### config.mk
export PLATFORM = sky130hd
export DESIGN_NAME = msrv32_instr_queue_mux_flat
export DESIGN_NICKNAME = d
export VERILOG_FILES = /design/src/rtl/msrv32_instr_queue_mux_pkg.sv /design/src/rtl/msrv32_instr_queue_mux_if.sv /design/src/rtl/msrv32_instr_field_split.sv /design/src/rtl/msrv32_instr_queue_mux.sv /design/src/flat_wrapper.sv
export SDC_FILE = /design/constraint.sdc
export NUM_CORES = 1
export LEC_CHECK = 0
export ABC_AREA = 1
export BUFFER_PORTS_ARGS = -buffer_cell sky130_fd_sc_hd__buf_2
export CAP_MARGIN = 5
export CORE_ASPECT_RATIO = 1.75
export CORE_MARGIN = 1.5
export CORE_UTILIZATION = 50
export CTS_CLUSTER_SIZE = 14
export DETAILED_ROUTE_END_ITERATION = 7
export HOLD_SLACK_MARGIN = 0.05
export PLACE_DENSITY = 0.72
export SLEW_MARGIN = 5
export SYNTH_ARGS = -nofsm -noshare
export SYNTH_HDL_FRONTEND = slang
export SYNTH_SLANG_ARGS = --single-unit
### constraint.sdc
create_clock -name ms_riscv32_mp_clk_in -period 12.5 [get_ports ms_riscv32_mp_clk_in]
set_clock_uncertainty 0.2 [all_clocks]
set_input_delay 1.25 -clock ms_riscv32_mp_clk_in [delete_from_list [all_inputs] [get_ports ms_riscv32_mp_clk_in]]
set_output_delay 1.25 -clock ms_riscv32_mp_clk_in [all_outputs]
set_load 0.01 [all_outputs]
### src/rtl/msrv32_instr_queue_mux_pkg.sv
// Shared RV32I constants for the instruction queue and the decode slice.
// Field positions, opcodes, the NOP word and the head-select priority live here.
package msrv32_pkg;

    localparam logic [31:0] NOP_INSTR = 32'h0000_0013;

    localparam logic [6:0] OP_LOAD     = 7'h03;
    localparam logic [6:0] OP_MISC_MEM = 7'h0F;
    localparam logic [6:0] OP_IMM      = 7'h13;
    localparam logic [6:0] OP_AUIPC    = 7'h17;
    localparam logic [6:0] OP_STORE    = 7'h23;
    localparam logic [6:0] OP_REG      = 7'h33;
    localparam logic [6:0] OP_LUI      = 7'h37;
    localparam logic [6:0] OP_BRANCH   = 7'h63;
    localparam logic [6:0] OP_JALR     = 7'h67;
    localparam logic [6:0] OP_JAL      = 7'h6F;
    localparam logic [6:0] OP_SYSTEM   = 7'h73;

    localparam int OPCODE_MSB = 6;
    localparam int OPCODE_LSB = 0;
    localparam int RD_MSB     = 11;
    localparam int RD_LSB     = 7;
    localparam int FUNCT3_MSB = 14;
    localparam int FUNCT3_LSB = 12;
    localparam int RS1_MSB    = 19;
    localparam int RS1_LSB    = 15;
    localparam int RS2_MSB    = 24;
    localparam int RS2_LSB    = 20;
    localparam int FUNCT7_MSB = 31;
    localparam int FUNCT7_LSB = 25;
    localparam int CSR_MSB    = 31;
    localparam int CSR_LSB    = 20;

    // Flush beats an empty queue, which beats the stored head.
    typedef enum logic [1:0] {
        IQ_SEL_FLUSH = 2'd0,
        IQ_SEL_EMPTY = 2'd1,
        IQ_SEL_HEAD  = 2'd2
    } iq_sel_e;

    function automatic iq_sel_e iq_select(input logic flush, input logic empty);
        if (flush)      return IQ_SEL_FLUSH;
        else if (empty) return IQ_SEL_EMPTY;
        else            return IQ_SEL_HEAD;
    endfunction

    function automatic logic is_rv32i_opcode(input logic [6:0] op);
        return (op == OP_LOAD)  || (op == OP_MISC_MEM) || (op == OP_IMM)    ||
               (op == OP_AUIPC) || (op == OP_STORE)    || (op == OP_REG)    ||
               (op == OP_LUI)   || (op == OP_BRANCH)   || (op == OP_JALR)   ||
               (op == OP_JAL)   || (op == OP_SYSTEM);
    endfunction

endpackage

### src/rtl/msrv32_instr_queue_mux_if.sv
// Fetch-side push and decode-side pop bundle of the instruction queue.
// Optional illegal_out exists only with MSRV32_IQ_ILLEGAL_CHECK_EN defined.
interface msrv32_instr_queue_mux_if #(
    parameter int XLEN  = 32,
    parameter int DEPTH = 4
);
    // Handshake: a transfer happens on a rising edge where valid and ready are both 1;
    // valid never waits for ready, and flush_in drops both readies/valids that cycle.
    logic                     flush_in;
    logic                     push_valid_in;
    logic [XLEN-1:0]          push_instr_in;
    logic [XLEN-1:0]          push_pc_in;
    logic                     push_ready_out;
    logic                     pop_valid_out;
    logic                     pop_ready_in;
    logic [XLEN-1:0]          pc_out;
    logic [6:0]               opcode_out;
    logic [2:0]               funct3_out;
    logic [6:0]               funct7_out;
    logic [4:0]               rs1addr_out;
    logic [4:0]               rs2addr_out;
    logic [4:0]               rdaddr_out;
    logic [11:0]              csr_addr_out;
    logic [24:0]              instr_out;
    logic [$clog2(DEPTH):0]   count_out;
`ifdef MSRV32_IQ_ILLEGAL_CHECK_EN
    logic                     illegal_out;
`endif

    modport slave (
        input  flush_in, push_valid_in, push_instr_in, push_pc_in, pop_ready_in,
        output push_ready_out, pop_valid_out, pc_out, opcode_out, funct3_out,
               funct7_out, rs1addr_out, rs2addr_out, rdaddr_out, csr_addr_out,
               instr_out, count_out
`ifdef MSRV32_IQ_ILLEGAL_CHECK_EN
        , output illegal_out
`endif
    );

    modport master (
        output flush_in, push_valid_in, push_instr_in, push_pc_in, pop_ready_in,
        input  push_ready_out, pop_valid_out, pc_out, opcode_out, funct3_out,
               funct7_out, rs1addr_out, rs2addr_out, rdaddr_out, csr_addr_out,
               instr_out, count_out
`ifdef MSRV32_IQ_ILLEGAL_CHECK_EN
        , input illegal_out
`endif
    );

endinterface

### src/rtl/msrv32_instr_field_split.sv
// Pure combinational slicing of one RV32 instruction word into its decode fields.
module msrv32_instr_field_split
    import msrv32_pkg::*;
(
    input  logic [31:0] i_instr,
    output logic [6:0]  o_opcode,
    output logic [2:0]  o_funct3,
    output logic [6:0]  o_funct7,
    output logic [4:0]  o_rs1addr,
    output logic [4:0]  o_rs2addr,
    output logic [4:0]  o_rdaddr,
    output logic [11:0] o_csr_addr,
    output logic [24:0] o_instr
);

    assign o_opcode   = i_instr[OPCODE_MSB:OPCODE_LSB];
    assign o_funct3   = i_instr[FUNCT3_MSB:FUNCT3_LSB];
    assign o_funct7   = i_instr[FUNCT7_MSB:FUNCT7_LSB];
    assign o_rs1addr  = i_instr[RS1_MSB:RS1_LSB];
    assign o_rs2addr  = i_instr[RS2_MSB:RS2_LSB];
    assign o_rdaddr   = i_instr[RD_MSB:RD_LSB];
    assign o_csr_addr = i_instr[CSR_MSB:CSR_LSB];
    assign o_instr    = i_instr[31:7];

endmodule

### src/rtl/msrv32_instr_queue_mux.sv
// Circular instruction/PC queue between fetch and decode; head is presented as split fields.
// Build option: MSRV32_IQ_ILLEGAL_CHECK_EN adds an illegal-opcode flag on the head.
module msrv32_instr_queue_mux
    import msrv32_pkg::*;
#(
    parameter int          XLEN      = 32,
    parameter int          DEPTH     = 4,
    parameter logic [31:0] NOP_INSTR = 32'h0000_0013
) (
    input  logic                 ms_riscv32_mp_clk_in,
    input  logic                 ms_riscv32_mp_rst_in,
    msrv32_instr_queue_mux_if.slave bus
);

    localparam int PW = $clog2(DEPTH);
    localparam int CW = PW + 1;

    logic [XLEN-1:0] r_instr [DEPTH];
    logic [XLEN-1:0] r_pc    [DEPTH];
    logic [PW-1:0]   r_rd_ptr;
    logic [PW-1:0]   r_wr_ptr;
    logic [CW-1:0]   r_count;

    logic            w_empty;
    logic            w_full;
    logic            w_pop_valid;
    logic            w_push_ready;
    logic            w_push;
    logic            w_pop;
    iq_sel_e         w_sel;
    logic [31:0]     w_mux_instr;

    assign w_empty      = (r_count == '0);
    assign w_full       = (r_count == CW'(DEPTH));
    assign w_pop_valid  = !w_empty && !bus.flush_in;
    assign w_push_ready = !w_full && !bus.flush_in;
    assign w_push       = bus.push_valid_in && w_push_ready;
    assign w_pop        = w_pop_valid && bus.pop_ready_in;
    assign w_sel        = iq_select(bus.flush_in, w_empty);

    always_comb begin
        w_mux_instr = NOP_INSTR;
        if (w_sel == IQ_SEL_HEAD) begin
            w_mux_instr = r_instr[r_rd_ptr];
        end
    end

    assign bus.pop_valid_out  = w_pop_valid;
    assign bus.push_ready_out = w_push_ready;
    assign bus.count_out      = r_count;
    assign bus.pc_out         = w_pop_valid ? r_pc[r_rd_ptr] : '0;

    msrv32_instr_field_split u_field_split (
        .i_instr    (w_mux_instr),
        .o_opcode   (bus.opcode_out),
        .o_funct3   (bus.funct3_out),
        .o_funct7   (bus.funct7_out),
        .o_rs1addr  (bus.rs1addr_out),
        .o_rs2addr  (bus.rs2addr_out),
        .o_rdaddr   (bus.rdaddr_out),
        .o_csr_addr (bus.csr_addr_out),
        .o_instr    (bus.instr_out)
    );

`ifdef MSRV32_IQ_ILLEGAL_CHECK_EN
    assign bus.illegal_out = w_pop_valid &&
                             ((w_mux_instr[1:0] != 2'b11) || !is_rv32i_opcode(w_mux_instr[6:0]));
`endif

    // Storage carries no reset; stale slots are unreachable once the pointers are cleared.
    always_ff @(posedge ms_riscv32_mp_clk_in) begin
        if (ms_riscv32_mp_rst_in && w_push) begin
            r_instr[r_wr_ptr] <= bus.push_instr_in;
            r_pc[r_wr_ptr]    <= bus.push_pc_in;
        end
    end

    always_ff @(posedge ms_riscv32_mp_clk_in) begin
        if (!ms_riscv32_mp_rst_in) begin
            r_rd_ptr <= '0;
            r_wr_ptr <= '0;
            r_count  <= '0;
        end else if (bus.flush_in) begin
            r_rd_ptr <= '0;
            r_wr_ptr <= '0;
            r_count  <= '0;
        end else begin
            if (w_push) r_wr_ptr <= r_wr_ptr + 1'b1;
            if (w_pop)  r_rd_ptr <= r_rd_ptr + 1'b1;
            case ({w_push, w_pop})
                2'b10:   r_count <= r_count + 1'b1;
                2'b01:   r_count <= r_count - 1'b1;
                default: r_count <= r_count;
            endcase
        end
    end

endmodule

### src/flat_wrapper.sv
// flat-port wrapper written by rule: the top's interface ports become plain ports
module msrv32_instr_queue_mux_flat import msrv32_pkg::*;
#(
    parameter int          XLEN      = 32,
    parameter int          DEPTH     = 4,
    parameter logic [31:0] NOP_INSTR = 32'h0000_0013
)
  (ms_riscv32_mp_clk_in, ms_riscv32_mp_rst_in, bus_flush_in, bus_push_valid_in, bus_push_instr_in, bus_push_pc_in, bus_pop_ready_in, bus_push_ready_out, bus_pop_valid_out, bus_pc_out, bus_opcode_out, bus_funct3_out, bus_funct7_out, bus_rs1addr_out, bus_rs2addr_out, bus_rdaddr_out, bus_csr_addr_out, bus_instr_out, bus_count_out);
  msrv32_instr_queue_mux_if #(.XLEN(XLEN), .DEPTH(DEPTH)) bus_i ();
  input  logic ms_riscv32_mp_clk_in;
  input  logic ms_riscv32_mp_rst_in;
  input wire logic [$bits(bus_i.flush_in)-1:0] bus_flush_in;
  input wire logic [$bits(bus_i.push_valid_in)-1:0] bus_push_valid_in;
  input wire logic [$bits(bus_i.push_instr_in)-1:0] bus_push_instr_in;
  input wire logic [$bits(bus_i.push_pc_in)-1:0] bus_push_pc_in;
  input wire logic [$bits(bus_i.pop_ready_in)-1:0] bus_pop_ready_in;
  output wire logic [$bits(bus_i.push_ready_out)-1:0] bus_push_ready_out;
  output wire logic [$bits(bus_i.pop_valid_out)-1:0] bus_pop_valid_out;
  output wire logic [$bits(bus_i.pc_out)-1:0] bus_pc_out;
  output wire logic [$bits(bus_i.opcode_out)-1:0] bus_opcode_out;
  output wire logic [$bits(bus_i.funct3_out)-1:0] bus_funct3_out;
  output wire logic [$bits(bus_i.funct7_out)-1:0] bus_funct7_out;
  output wire logic [$bits(bus_i.rs1addr_out)-1:0] bus_rs1addr_out;
  output wire logic [$bits(bus_i.rs2addr_out)-1:0] bus_rs2addr_out;
  output wire logic [$bits(bus_i.rdaddr_out)-1:0] bus_rdaddr_out;
  output wire logic [$bits(bus_i.csr_addr_out)-1:0] bus_csr_addr_out;
  output wire logic [$bits(bus_i.instr_out)-1:0] bus_instr_out;
  output wire logic [$bits(bus_i.count_out)-1:0] bus_count_out;
  assign bus_i.flush_in = bus_flush_in;
  assign bus_i.push_valid_in = bus_push_valid_in;
  assign bus_i.push_instr_in = bus_push_instr_in;
  assign bus_i.push_pc_in = bus_push_pc_in;
  assign bus_i.pop_ready_in = bus_pop_ready_in;
  assign bus_push_ready_out = bus_i.push_ready_out;
  assign bus_pop_valid_out = bus_i.pop_valid_out;
  assign bus_pc_out = bus_i.pc_out;
  assign bus_opcode_out = bus_i.opcode_out;
  assign bus_funct3_out = bus_i.funct3_out;
  assign bus_funct7_out = bus_i.funct7_out;
  assign bus_rs1addr_out = bus_i.rs1addr_out;
  assign bus_rs2addr_out = bus_i.rs2addr_out;
  assign bus_rdaddr_out = bus_i.rdaddr_out;
  assign bus_csr_addr_out = bus_i.csr_addr_out;
  assign bus_instr_out = bus_i.instr_out;
  assign bus_count_out = bus_i.count_out;
  msrv32_instr_queue_mux #(.XLEN(XLEN), .DEPTH(DEPTH), .NOP_INSTR(NOP_INSTR)) u_core (.ms_riscv32_mp_clk_in(ms_riscv32_mp_clk_in), .ms_riscv32_mp_rst_in(ms_riscv32_mp_rst_in), .bus(bus_i));
endmodule
# Yosys cells after proc, flatten, opt, wreduce, memory -nomap -nowiden
# Memory sizes are Yosys's and may differ from the RTL's. A register that Yosys moved wholly into a read port is not among the register bits.
# Index checks and enable logic that the tools add are counted.
# op_classes
reduce_logical	11
muxes	11
n_addsub	4
eq_ne	4
bitwise	1
# ops
cell	count
32-bit two-way mux	2
2-bit two-way mux	6
3-bit case mux with 2 select lines	1
1-bit logical AND	5
2-bit by 1-bit adder with 2-bit output, second input constant	2
2-bit == test, second input constant	2
3-bit by 1-bit adder with 3-bit output, second input constant	1
3-bit == test, second input constant	1
1-bit zero test	3
3-bit zero test	1
3-bit by 1-bit subtractor with 3-bit output, second input constant	1
2-bit by 1-bit == test with 1-bit output, second input constant	1
1-bit two-way mux	2
2-bit nonzero test	1
2-bit OR reduction	1
1-bit inverter	1
# word_totals
inputBits	69
reg_bits	7
mem_bits_rw	256
n_memories	2
# mem_list
memory	depth	word_bits	rd	rd_ports_with_merged_regs	write_ports	line	source
u_core.r_instr	4	32	1	1	1	msrv32_instr_queue_mux.sv:18	logic [XLEN-1:0] r_instr [DEPTH];
u_core.r_pc	4	32	1	1	1	msrv32_instr_queue_mux.sv:19	logic [XLEN-1:0] r_pc [DEPTH];

# Longest topological paths before layout
# depth
word_depth	7
mapped_depth	13
depth_no_buf	13

# By module
# From an unflattened synthesis, not the netlist that was laid out.
# hier_totals
cells_unflattened	898
area_unflattened_um2	10966.8
# by_module_without_submodules
mod	cells_each	area_per_inst_um2	instances
msrv32_instr_queue_mux	829	10448.8	1
msrv32_instr_field_split	69	518.0	1

# Worst setup path after synthesis
# Ideal clock, no wire load.
# synth_path
kind	input port to flip-flop
from	input bus_flush_in
to	memory u_core.r_instr[0][0] (enable)
setup_ns	0.487
path_stages	3
required_time_ns	11.813
t_arrival_ns	4.388
path_slack_ns	7.426
path_cell_list	a21oi_1 > nand3_1 > nor2_1
# synth_between
elab_chain_len	6
# synth_lines
item	line	source
start: declaration	flat_wrapper.sv:12	input wire logic [$bits(bus_i.flush_in)-1:0] bus_flush_in;
1-bit zero test	msrv32_instr_queue_mux.sv:36	assign w_push_ready = !w_full && !bus.flush_in;
1-bit logical AND	msrv32_instr_queue_mux.sv:36	
1-bit logical AND	msrv32_instr_queue_mux.sv:37	assign w_push = bus.push_valid_in && w_push_ready;
1-bit logical AND	msrv32_instr_queue_mux.sv:72	if (ms_riscv32_mp_rst_in && w_push) begin
1-bit two-way mux	msrv32_instr_queue_mux.sv:72	
1-bit two-way mux (implied by the code)	msrv32_instr_queue_mux.sv:73	r_instr[r_wr_ptr] <= bus.push_instr_in;
end: declaration	msrv32_instr_queue_mux.sv:18	
# Every way passes these cells.

==> impl_metrics.py <==
metrics = {
    "timing": {
        "fin_crit_sh_pct": 36.88,
        "setup_violations": 0,
        "setup_slack_ps": 7890,
        "worstMarginPinSlew_ps": 1017,
        "rsz0062_at_grt": "false",
        "maxSlewViolCount": 0,
        "max_freq_ghz": 0.2169,
        "slew_headroom_pct": 32.20,
        "finalWorstPathRequiredPeriod_ps": 4610,
        "hold_viol_final": 0,
        "tns_ps": 0,
    },
    "critical_path": {
        "worstPathCellList": "clkinv_2 -> buf_4 -> o21ai_0 -> a21oi_1 -> buf_2",
        "start_kind": "flip-flop",
        "path_class": "flip-flop to primary output",
        "cpMaxStageDelayCell": "dfxtp_4",
        "cp-end-kind": "primary output",
        "cp_max_fo": 80,
        "timing.rr.start": "u_core.bus.count_out[1]",
        "r2r-end": "u_core.r_pc[1][21]",
        "rrSetupSlack_ps": 9720,
        "critPathMaxStageDelay_ps": 770,
        "rr_worst_depth": 5,
        "crit_required_ps": 11050,
        "critPathArrivalTime_ps": 3160,
    },
    "layout": {
        "multiInputGateArea_sq_um": 2213,
        "final_nets": 1069,
        "design_area_sq_um": 12120,
        "postLayoutCoreUtil_pct": 57.67,
        "fill_cells": 1703,
        "syn_to_final_growth_pct": 12.72,
        "drive_above_1_share_pct": 21.89,
        "regArea_sq_um": 7873,
    },
    "global_route": {
        "grt_pass1_wl_microns": 33790,
        "grt_pass1_vias": 6667,
        "antenna_found_initial": 6,
        "grt_max_degree": 81,
        "track_usage_pct": 19.64,
        "grt_overflow": 0,
    },
    "synthesis": {
        "synth.avg_cell_area_sq_um": 12.38,
        "syn_inst": 869,
        "synth-seq-cells": 265,
        "ys_warn_count": 0,
        "yosysSeqAreaShare_pct": 73.15,
        "synth_cell_types": 18,
        "syn_area_sq_um": 10760,
        "syn-num-nets": 944,
    },
    "clocking": {
        "clock-sinks": 265,
        "post_cts_resize_count": 0,
        "cts-buffers-inserted": 24,
        "root_buffer": "clkbuf_16",
        "postCtsHoldBufs": 0,
        "clk_path_buf_depth": 3,
        "h-tree-depth": 1,
        "path_clk_slew_ps": 60,
        "cts_tree": "yes",
        "clk_latency_ps": 500,
        "cts_setup_buffers": 0,
    },
    "placement": {
        "port_buffers": 174,
        "place_area_sq_um": 11430,
        "hpwl_microns": 12110,
        "gp_congestion": 0.7205,
        "post-place-ws_ps": 8261,
    },
    "die": {
        "ios": 175,
        "core_area_sq_um": 21020,
        "start_util_pct": 51.17,
        "die_y_microns": 197.0,
        "fp.dieArea_sq_um": 22430,
        "fp-row-count": 70,
        "die_w_microns": 113.9,
    },
    "min_path": {
        "hold_depth": 2,
        "hold_class": "flip-flop to flip-flop",
        "hold_start": "u_core.r_rd_ptr[0]",
    },
    "detailed_routing": {
        "wirelength_microns": 22060,
        "drtPass1Iterations": 5,
        "postRouteAntennaNets": 0,
        "vias": 6726,
        "viasPerCell": 5.338,
        "drc": 0,
        "drtIter0Drc": 423,
        "wl_per_cell_microns": 17.51,
    },
    "pwr": {
        "p_leak_nw": 4.574,
        "total_power_mw": 1.704,
        "vdd_drop_max_uv": 112.7,
        "power_per_cell_area_nw_per_um2": 140.5,
    },
    "job": {
        "maxCapViolCount": 0,
    },
    "run_status": {
        "outcome": "completed",
    },
}
state kept, by name, indices dropped and copies added, names as in the netlist, named ones only:
register and cells:
u_core.bus.count_out 3, u_core.r_instr 128, u_core.r_pc 128, u_core.r_rd_ptr 2
u_core.r_wr_ptr 2
cell type report:
cell class	instances	area share, %
Clock buffer	29	5.284
Inverter	25	0.7844
Timing Repair Buffer	183	7.741
Sequential cell	265	64.94
Clock inverter	8	0.3303
Tap cell	252	2.601
Multi-Input combinational cell	495	18.26
Antenna cell	3	0.06193
how the worst max path moves through the flow:
stage            startpoint                   end  cells past startpoint
2_1_floorplan  bus_flush_in  u_core.r_instr[0][0]                      3
3_3_place_gp   bus_flush_in     bus_opcode_out[0]                      7
3_5_place_dp   bus_flush_in     bus_opcode_out[0]                      7
4_1_cts           flip-flop     bus_opcode_out[5]                      5
5_1_grt           flip-flop   bus_csr_addr_out[8]                      5
6_report          flip-flop     bus_opcode_out[5]                      5
cells in the mapped netlist:
library cell	count	area share (%)
edfxtp_1	256	71
nor2_1	255	8.9
o21ai_0	122	5.7
a21oi_1	72	3.4
buf_4	45	3.1
nand2_1	27	0.94
inv_1	23	0.80
buf_6	16	1.7
clkbuf_1	11	0.38
dfxtp_1	9	1.7
buf_2	7	0.33
buf_1	5	0.17
ha_1	5	0.58
nand3_1	5	0.23
o21ai_1	5	0.23
nand4_1	3	0.17
inv_2	2	0.070
fa_1	1	0.19
layer usage:
layer	track usage [%]	vias to the layer above	share of wire (%)
met3	3.437	38	5.0
met5	0	-	0.17
met2	36.81	193	54
met1	22.53	3242	39
met4	6.111	6	2.2
li1	-	3247	-
placed cells by master (no fill, tap or decap), drive strengths merged:
| cell | synthesis | routed |
|---|---|---|
| clkbuf | 11 | 29 |
| a21oi | 72 | 72 |
| nand3 | 5 | 5 |
| nand4 | 3 | 3 |
| clkinv | 0 | 8 |
| fa | 1 | 1 |
| edfxtp | 256 | 256 |
| inv | 25 | 25 |
| nor2 | 255 | 255 |
| buf | 73 | 183 |
| nand2 | 27 | 27 |
| diode | 0 | 3 |
| ha | 5 | 5 |
| dfxtp | 9 | 9 |
| o21ai | 127 | 127 |
metrics by stage:
| stage | hold slack, ps | instances |
|---|---|---|
| global placement | 259.3 | 1220 |
| floorplan | 243.4 | 869 |
| CTS | 271.2 | 1257 |
| finish | 270.4 | 1260 |
| detailed placement | 263.2 | 1220 |
| global route | 289.0 | 1258 |
critical path, delay by kind of cell, from the launching register on:
kind	cells	cell delay, ps
compound gates	2	420
buf+inv	3	1450
flops	1	770
cells by family (layout without fill, tap and decap cells):
kind of cell | count (synthesis) | count (layout) | synth area share (%)
and+or+nand+nor | 290 | 290 | 10.25
adders and majority gates | 6 | 6 | 0.7678
other | 0 | 3 | 0
DFF | 265 | 265 | 73.15
AOI/OAI and AO/OA | 199 | 199 | 9.260
buffers and inverters | 109 | 245 | 6.573
power breakdown:
group | switching [mW] | internal, mW | total, mW
clock network | 0.292 | 0.361 | 0.653
registers | 0.00301 | 0.983 | 0.986
logic | 0.0428 | 0.0217 | 0.0645
Power figures use the tool's default switching activity.
